`config.mk`:
```
export PLATFORM = sky130hd
export DESIGN_NAME = pc_gen
export DESIGN_NICKNAME = d
export VERILOG_FILES = /design/src/rtl/pc_gen.sv
export SDC_FILE = /design/constraint.sdc
export NUM_CORES = 1
export LEC_CHECK = 0
export BUFFER_PORTS_ARGS = -buffer_cell sky130_fd_sc_hd__buf_2
export CORE_MARGIN = 4
export CORE_UTILIZATION = 45
export CTS_CLUSTER_DIAMETER = 200
export DETAILED_ROUTE_END_ITERATION = 8
export GPL_TIMING_DRIVEN = 1
export HOLD_SLACK_MARGIN = 0.05
export PLACE_DENSITY = 0.77
export SETUP_SLACK_MARGIN = 0.5
export SLEW_MARGIN = 0
export SYNTH_ARGS = -nofsm -noshare
export SYNTH_HDL_FRONTEND = slang
export SYNTH_SLANG_ARGS = --single-unit
```
`constraint.sdc`:
```
create_clock -name CLK -period 5.8 [get_ports CLK]
set_input_delay 0.29 -clock CLK [delete_from_list [all_inputs] [get_ports CLK]]
set_output_delay 0.29 -clock CLK [all_outputs]
set_load 0.1 [all_outputs]
```
`src/rtl/pc_gen.sv`:
```
// -----------------------------------------------------------------------------
// pc_gen : program counter / fetch address sequencer for the mini RISC-V core.
//
// Produces fetch addresses for instruction memory under a valid/ready
// handshake. It supports stall, redirect by branch, JALR or trap. A redirect
// that arrives while stalled is held in a one-entry pending buffer. A redirect
// to a misaligned target is turned into a jump to TRAP_VECTOR.
//
// Handshake: a fetch is accepted on a rising CLK edge where FetchValid and
// FetchReady are both high. The PC advances only on an accepted fetch. An
// applied redirect replaces the PC whatever FetchReady is, and drops the fetch
// in flight. FetchValid is low for one bubble cycle after a redirect.
//
// Ports:
//   CLK            in   clock, rising edge
//   Reset          in   synchronous active-high reset
//   Stall          in   freeze PC; live redirects are buffered while high
//   PCSrc[1:0]     in   00 seq, 01 branch, 10 JALR, 11 trap
//   PCTarget       in   branch/JAL target
//   ALUResult      in   JALR target (bit 0 cleared here)
//   FetchReady     in   instruction memory accepts PC this cycle
//   FetchValid     out  PC is a valid fetch request
//   PC             out  current fetch address
//   PCPlus4        out  PC + IALIGN (combinational, wraps)
//   MisalignedErr  out  one-cycle pulse after a misaligned redirect
//   BadAddr        out  last misaligned target
//   FetchCount     out  accepted sequential fetches (PC_GEN_FETCH_COUNT_EN only)
//   StateDbg       out  FSM state (0 = BOOT, 1 = RUN)
//
// Optional feature macro: PC_GEN_FETCH_COUNT_EN adds the FetchCount counter.
// -----------------------------------------------------------------------------
module pc_gen #(
   parameter int unsigned     XLEN         = 32,
   parameter logic [XLEN-1:0] RESET_VECTOR = 32'h0000_0000,
   parameter logic [XLEN-1:0] TRAP_VECTOR  = 32'h0000_0100,
   parameter int unsigned     IALIGN       = 4
) (
   input  logic            CLK,
   input  logic            Reset,
   input  logic            Stall,
   input  logic [1:0]      PCSrc,
   input  logic [XLEN-1:0] PCTarget,
   input  logic [XLEN-1:0] ALUResult,
   input  logic            FetchReady,
   output logic            FetchValid,
   output logic [XLEN-1:0] PC,
   output logic [XLEN-1:0] PCPlus4,
   output logic            MisalignedErr,
   output logic [XLEN-1:0] BadAddr,
`ifdef PC_GEN_FETCH_COUNT_EN
   output logic [31:0]     FetchCount,
`endif
   output logic            StateDbg
);

   localparam logic [0:0] ST_BOOT = 1'b0;
   localparam logic [0:0] ST_RUN  = 1'b1;

   localparam logic [XLEN-1:0] INC = XLEN'(IALIGN);

   logic [0:0]      state_q, state_d;
   logic [XLEN-1:0] pc_q, pc_d;
   logic            bubble_q, bubble_d;
   logic            err_q, err_d;
   logic [XLEN-1:0] bad_q, bad_d;
   // The pending buffer keeps the target already resolved from its PCSrc.
   // The source code itself is therefore not needed once it is captured.
   logic            pend_vld_q, pend_vld_d;
   logic [XLEN-1:0] pend_tgt_q, pend_tgt_d;

   logic            live_redir;
   logic [XLEN-1:0] live_tgt;
   logic            eff_redir;
   logic [XLEN-1:0] eff_tgt;
   logic            eff_misaligned;
   logic            fetch_fire;
   logic            advance;

   // Resolve the live redirect target from PCSrc.
   always_comb begin
      live_tgt = '0;
      case (PCSrc)
         2'b01:   live_tgt = PCTarget;
         2'b10:   live_tgt = {ALUResult[XLEN-1:1], 1'b0};
         2'b11:   live_tgt = TRAP_VECTOR;
         default: live_tgt = '0;
      endcase
   end

   assign live_redir = (PCSrc != 2'b00);
   // A live redirect has priority over the buffered one.
   assign eff_redir  = live_redir || pend_vld_q;
   assign eff_tgt    = live_redir ? live_tgt : pend_tgt_q;

   // With IALIGN=2 only bit 0 matters, so a JALR target is always aligned.
   assign eff_misaligned = (IALIGN == 4) ? (eff_tgt[1:0] != 2'b00) : eff_tgt[0];

   assign FetchValid = (state_q == ST_RUN) && !bubble_q;
   assign fetch_fire = FetchValid && FetchReady;

   always_comb begin
      state_d    = state_q;
      pc_d       = pc_q;
      bubble_d   = 1'b0;
      err_d      = 1'b0;
      bad_d      = bad_q;
      pend_vld_d = pend_vld_q;
      pend_tgt_d = pend_tgt_q;
      advance    = 1'b0;

      if (state_q == ST_BOOT) begin
         // Redirects are ignored in BOOT and never reach the pending buffer.
         state_d = ST_RUN;
      end else begin
         if (Stall) begin
            if (live_redir) begin
               pend_vld_d = 1'b1;
               pend_tgt_d = live_tgt;
            end
         end else if (eff_redir) begin
            if (eff_misaligned) begin
               pc_d  = TRAP_VECTOR;
               bad_d = eff_tgt;
               err_d = 1'b1;
            end else begin
               pc_d = eff_tgt;
            end
            pend_vld_d = 1'b0;
            bubble_d   = 1'b1;
         end else if (fetch_fire) begin
            pc_d    = pc_q + INC;
            advance = 1'b1;
         end
      end
   end

   always_ff @(posedge CLK) begin
      if (Reset) begin
         state_q    <= ST_BOOT;
         pc_q       <= RESET_VECTOR;
         bubble_q   <= 1'b0;
         err_q      <= 1'b0;
         bad_q      <= '0;
         pend_vld_q <= 1'b0;
         pend_tgt_q <= '0;
      end else begin
         state_q    <= state_d;
         pc_q       <= pc_d;
         bubble_q   <= bubble_d;
         err_q      <= err_d;
         bad_q      <= bad_d;
         pend_vld_q <= pend_vld_d;
         pend_tgt_q <= pend_tgt_d;
      end
   end

`ifdef PC_GEN_FETCH_COUNT_EN
   logic [31:0] cnt_q, cnt_d;

   // Counts only fetches that actually advance the PC.
   assign cnt_d = advance ? cnt_q + 32'd1 : cnt_q;

   always_ff @(posedge CLK) begin
      if (Reset) begin
         cnt_q <= '0;
      end else begin
         cnt_q <= cnt_d;
      end
   end

   assign FetchCount = cnt_q;
`else
   logic unused_advance;
   assign unused_advance = advance;
`endif

   assign PC            = pc_q;
   assign PCPlus4       = pc_q + INC;
   assign MisalignedErr = err_q;
   assign BadAddr       = bad_q;
   assign StateDbg      = state_q;

endmodule
```
==> results_tabular.tex <==
\begin{tabular}{lr}
\hline
Metric & Value \\
\hline
\multicolumn{2}{l}{\textbf{Critical path}} \\
Worst R2R Start & pend\_vld\_q\$\_SDFFE\_PP0P\_ \\
Max incr delay on CP & roughly 0.79 ns \\
Type of the worst setup path & reg2out \\
Cell mode on critical path & sky130\_fd\_sc\_hd\_\_nand2\_1 \\
Maximum fanout count along the critical path & 9 \\
Slowest cell on the critical path & sky130\_fd\_sc\_hd\_\_nor4\_2 \\
Type of element capturing the critical path & output port \\
Kind of start point of the critical path & flop \\
Required arrival time at the worst endpoint & approximately 5.5 ns \\
Cells along the critical path & ha\_1, nand2\_1, nor4\_2, nand2\_1, nor2\_1, xor2\_1, buf\_2 \\
CP arrival & between 3 and 4 ns \\
First element of the critical path & PC[2]\$\_SDFFE\_PP0P\_ \\
\multicolumn{2}{l}{\textbf{STA}} \\
Achievable clock frequency & between 200 and 300 MHz \\
Minimum period implied by the final worst setup slack & 3.53 ns \\
Hold Slack & 0.164 ns \\
Post-route clock period utilization & approximately 61\% \\
Final number of max-transition violations & 0 \\
Total negative slack for setup checks & 0 ns \\
Worst slew slack as a fraction of its limit & 25.7\% \\
Maximum clock skew at final layout & between 0.01 and 0.015 ns \\
Worst Tran Pin Value & 1.11 ns \\
Setup-failing EPs final & 0 \\
RSZ-0062 raised after global routing & no \\
Hold violation total from the final report & 0 \\
\multicolumn{2}{l}{\textbf{Global route}} \\
Met3 track demand over resource in global routing & 4.15\% \\
Global-route met1 utilization & 34.0\% \\
Global-route wire length before repair & approximately 26000 µm \\
Vias in the first global route & roughly 5000 \\
Overflow left after global routing & 0 \\
Pin count of the biggest net entering global routing & 90 \\
GR peak layer & met2 \\
All-Layer GR Usage & about a quarter \\
Met2 Use GR & about 37\% \\
Number of antenna violations at the first check in global routing & 0 \\
\multicolumn{2}{l}{\textbf{Floorplan}} \\
Total number of placement rows & 39 \\
Placeable core area & approximately 0.011 mm² \\
Overall die area & 0.0136 mm² \\
Top Ports & around 170 \\
Initial core utilization & between 40\% and 50\% \\
Overall die height & between 100 and 150 µm \\
Horizontal extent of the die & roughly 120 µm \\
\multicolumn{2}{l}{\textbf{Clock network}} \\
CTS buffer count & 9 \\
Clock latency on the worst-skew pair & around 0.34 ns \\
Worst-path clk slew & about 0.08 ns \\
Clock tree from TritonCTS & done \\
Post-CTS setup buffer count & 0 \\
CTS sink cnt & 100 \\
Number of buffers inserted for hold repair after clock tree synthesis & 0 \\
Depth of the CTS H-tree & 3 \\
Number of cells upsized or downsized after cts & 0 \\
Number of buffers between clock root and the deepest sink & 2 \\
Clock tree root buffer cell & sky130\_fd\_sc\_hd\_\_clkbuf\_16 \\
\multicolumn{2}{l}{\textbf{Routing}} \\
Starting DRT DRC Count & between 700 and 800 \\
Number of iterations in the first detailed-routing pass & 6 \\
Total length of routed wires & roughly 17000 µm \\
Per-cell via count in the routed design & roughly 6 \\
Total number of vias & approximately 5500 \\
Antenna viol nets, final & 0 \\
Wire length per cell & about 18 µm \\
Remaining design rule violation count & 0 \\
\multicolumn{2}{l}{\textbf{Synthesis}} \\
Number of nets produced by synthesis & around 720 \\
Syn Std Cell Area & $\sim$0.0053 mm² \\
Synthesized area per cell & about 8.1 µm² \\
Synthesized instance count & between 600 and 700 \\
Share of the synthesized area in the top cell type & 37.8\% \\
Number of synthesized flops with an enable pin & 0 \\
Cell types occupying the most area after synthesis & sky130\_fd\_sc\_hd\_\_dfxtp\_1 38\%, sky130\_fd\_sc\_hd\_\_a211oi\_1 9.1\%, sky130\_fd\_sc\_hd\_\_nor2\_1 7.8\%, sky130\_fd\_sc\_hd\_\_mux2i\_1 6.1\%, sky130\_fd\_sc\_hd\_\_a21oi\_1 4.8\% \\
Area leader, netlist & sky130\_fd\_sc\_hd\_\_dfxtp\_1 \\
Syn. warnings & 0 \\
Async set or reset register ratio after synthesis & 0\% \\
Count of distinct cell types in the synthesized netlist & 58 \\
Sequential share of the synthesized area & 37.8\% \\
Leading register cell type out of synthesis & sky130\_fd\_sc\_hd\_\_dfxtp\_1 \\
Total of flip-flops plus latches after synthesis & 100 \\
\multicolumn{2}{l}{\textbf{Layout}} \\
Fill cell count & about 1100 \\
Fraction of layout instances using a drive strength above 1 & 26.3\% \\
Layout area overhead & 21.6\% \\
N\_diodes & 0 \\
Most common library cell in the layout ignoring fill and taps & sky130\_fd\_sc\_hd\_\_buf\_2 \\
Number of nets in the layout & around 850 \\
Commonest cells after routing, fill and taps aside & 167 x sky130\_fd\_sc\_hd\_\_buf\_2, 110 x sky130\_fd\_sc\_hd\_\_nor2\_1, 100 x sky130\_fd\_sc\_hd\_\_dfxtp\_1 \\
\multicolumn{2}{l}{\textbf{Power}} \\
Power density of the placed cells & approximately 290 mW/mm² \\
Worst IR drop on VDD & around 0.00017 V \\
Leak & around 0.0027 µW \\
\multicolumn{2}{l}{\textbf{Place}} \\
Placer congestion estimate & 0.912 \\
Estimated wirelength of the detail-placed design & approximately 12000 µm \\
Count of buffers inserted at the top-level ports & between 150 and 200 \\
\multicolumn{2}{l}{\textbf{Worst hold path}} \\
Beginning of the worst hold path & Reset \\
Worst min path class & in2reg \\
\multicolumn{2}{l}{\textbf{Outcome}} \\
Run status & finished, final reports clean \\
\multicolumn{2}{l}{\textbf{Flow run}} \\
Max Cap Viol & 0 \\
\hline
\end{tabular}
[stage by stage]
step	area [µm²]	worst slack, ns	total power, µW	utilization (%)	std cells
finish	6440	2.27	1840	56.1	923
global route	6440	2.02	1910	56.1	923
CTS	6440	2.31	1850	56.1	923
detailed placement	6120	2.38	1210	53.4	907
global placement	6120	2.47	1200	53.4	907
floorplan	5290	1.33	1110	-	653
[registers in the layout, summed over array words and instances, names as in the netlist]
signal         cells
StateDbg           1
pend_vld_q         1
PC                32
BadAddr           32
MisalignedErr      1
pend_tgt_q        32
bubble_q           1
[cells in the mapped netlist, drive strengths merged (2+ instances only)]
library cell	instances
nand3	15
dfxtp	100
nor3	11
xor2	12
clkbuf	52
xnor2	16
buf	10
o31ai	2
mux2i	32
o32ai	7
a31oi	14
a2bb2oi	8
and4	5
and2	4
nor2	110
nor2b	5
a21oi	51
o32a	5
nor4	9
o211a	3
a211oi	64
and3	5
inv	10
or2	2
nand2	32
nand4	17
nand2b	2
o21ai	14
or3	14
o31a	2
or4	4
o2bb2ai	2
[where the power goes]
group          internal (µW)  leakage (µW)  switching [µW]
clock                    381      0.000154             263
sequential               721      0.000816            30.4
combinational            101       0.00176             347
total                   1200       0.00273             640
[layer usage]
layer / share of wire, % / vias to the layer above / wire length [µm]
met2: 46 / 275 / 7740
met1: 43 / 2581 / 7280
met5: 0 / - / 0
met3: 9.2 / 22 / 1540
met4: 1.5 / 0 / 249
li1: - / 2630 / -
[final timing paths]
path,depth (start not counted),slack [ns],to
max,7,2.27,PCPlus4[30]
min,2,0.16,PC[9]$_SDFFE_PP0P_
min reg2reg,2,0.46,pend_tgt_q[0]$_SDFFE_PP0P_
max reg2reg,4,2.84,PC[7]$_SDFFE_PP0P_
[kinds of logic (layout without fill, tap and decap cells)]
kind of cell | count (synthesis) | in the layout | share of synthesized area (%)
AND/OR/NAND/NOR | 239 | 239 | 22.6
adder cells (fa/ha/maj) | 1 | 1 | 0.236
AO/OA/AOI/OAI | 180 | 180 | 23.2
flip-flops | 100 | 100 | 37.8
buffers and inverters | 73 | 200 | 5.48
XOR/XNOR | 28 | 28 | 4.63
multiplexers | 32 | 32 | 6.05
[final cells by class]
cell class / instances / area, µm² / share of cell area (%)
Clock buffer: 11 / 233 / 3.61
Clock inverter: 5 / 86.3 / 1.34
Inverter: 11 / 41.3 / 0.641
Multi-Input combinational cell: 480 / 3020 / 46.9
Sequential cell: 100 / 2000 / 31.1
Tap cell: 143 / 179 / 2.78
Timing Repair Buffer: 173 / 881 / 13.7
[worst max-delay path: cells and delay by family, from the launching register on]
family / cells / cell delay, ns
xor gates and xnor gates: 1 / 0.16
adders and majority gates: 1 / 0.34
buffers and inverters: 1 / 0.44
DFF: 1 / 0.46
and+or+nand+nor: 4 / 1.50
No activity file was read; power rests on OpenSTA's default activity.
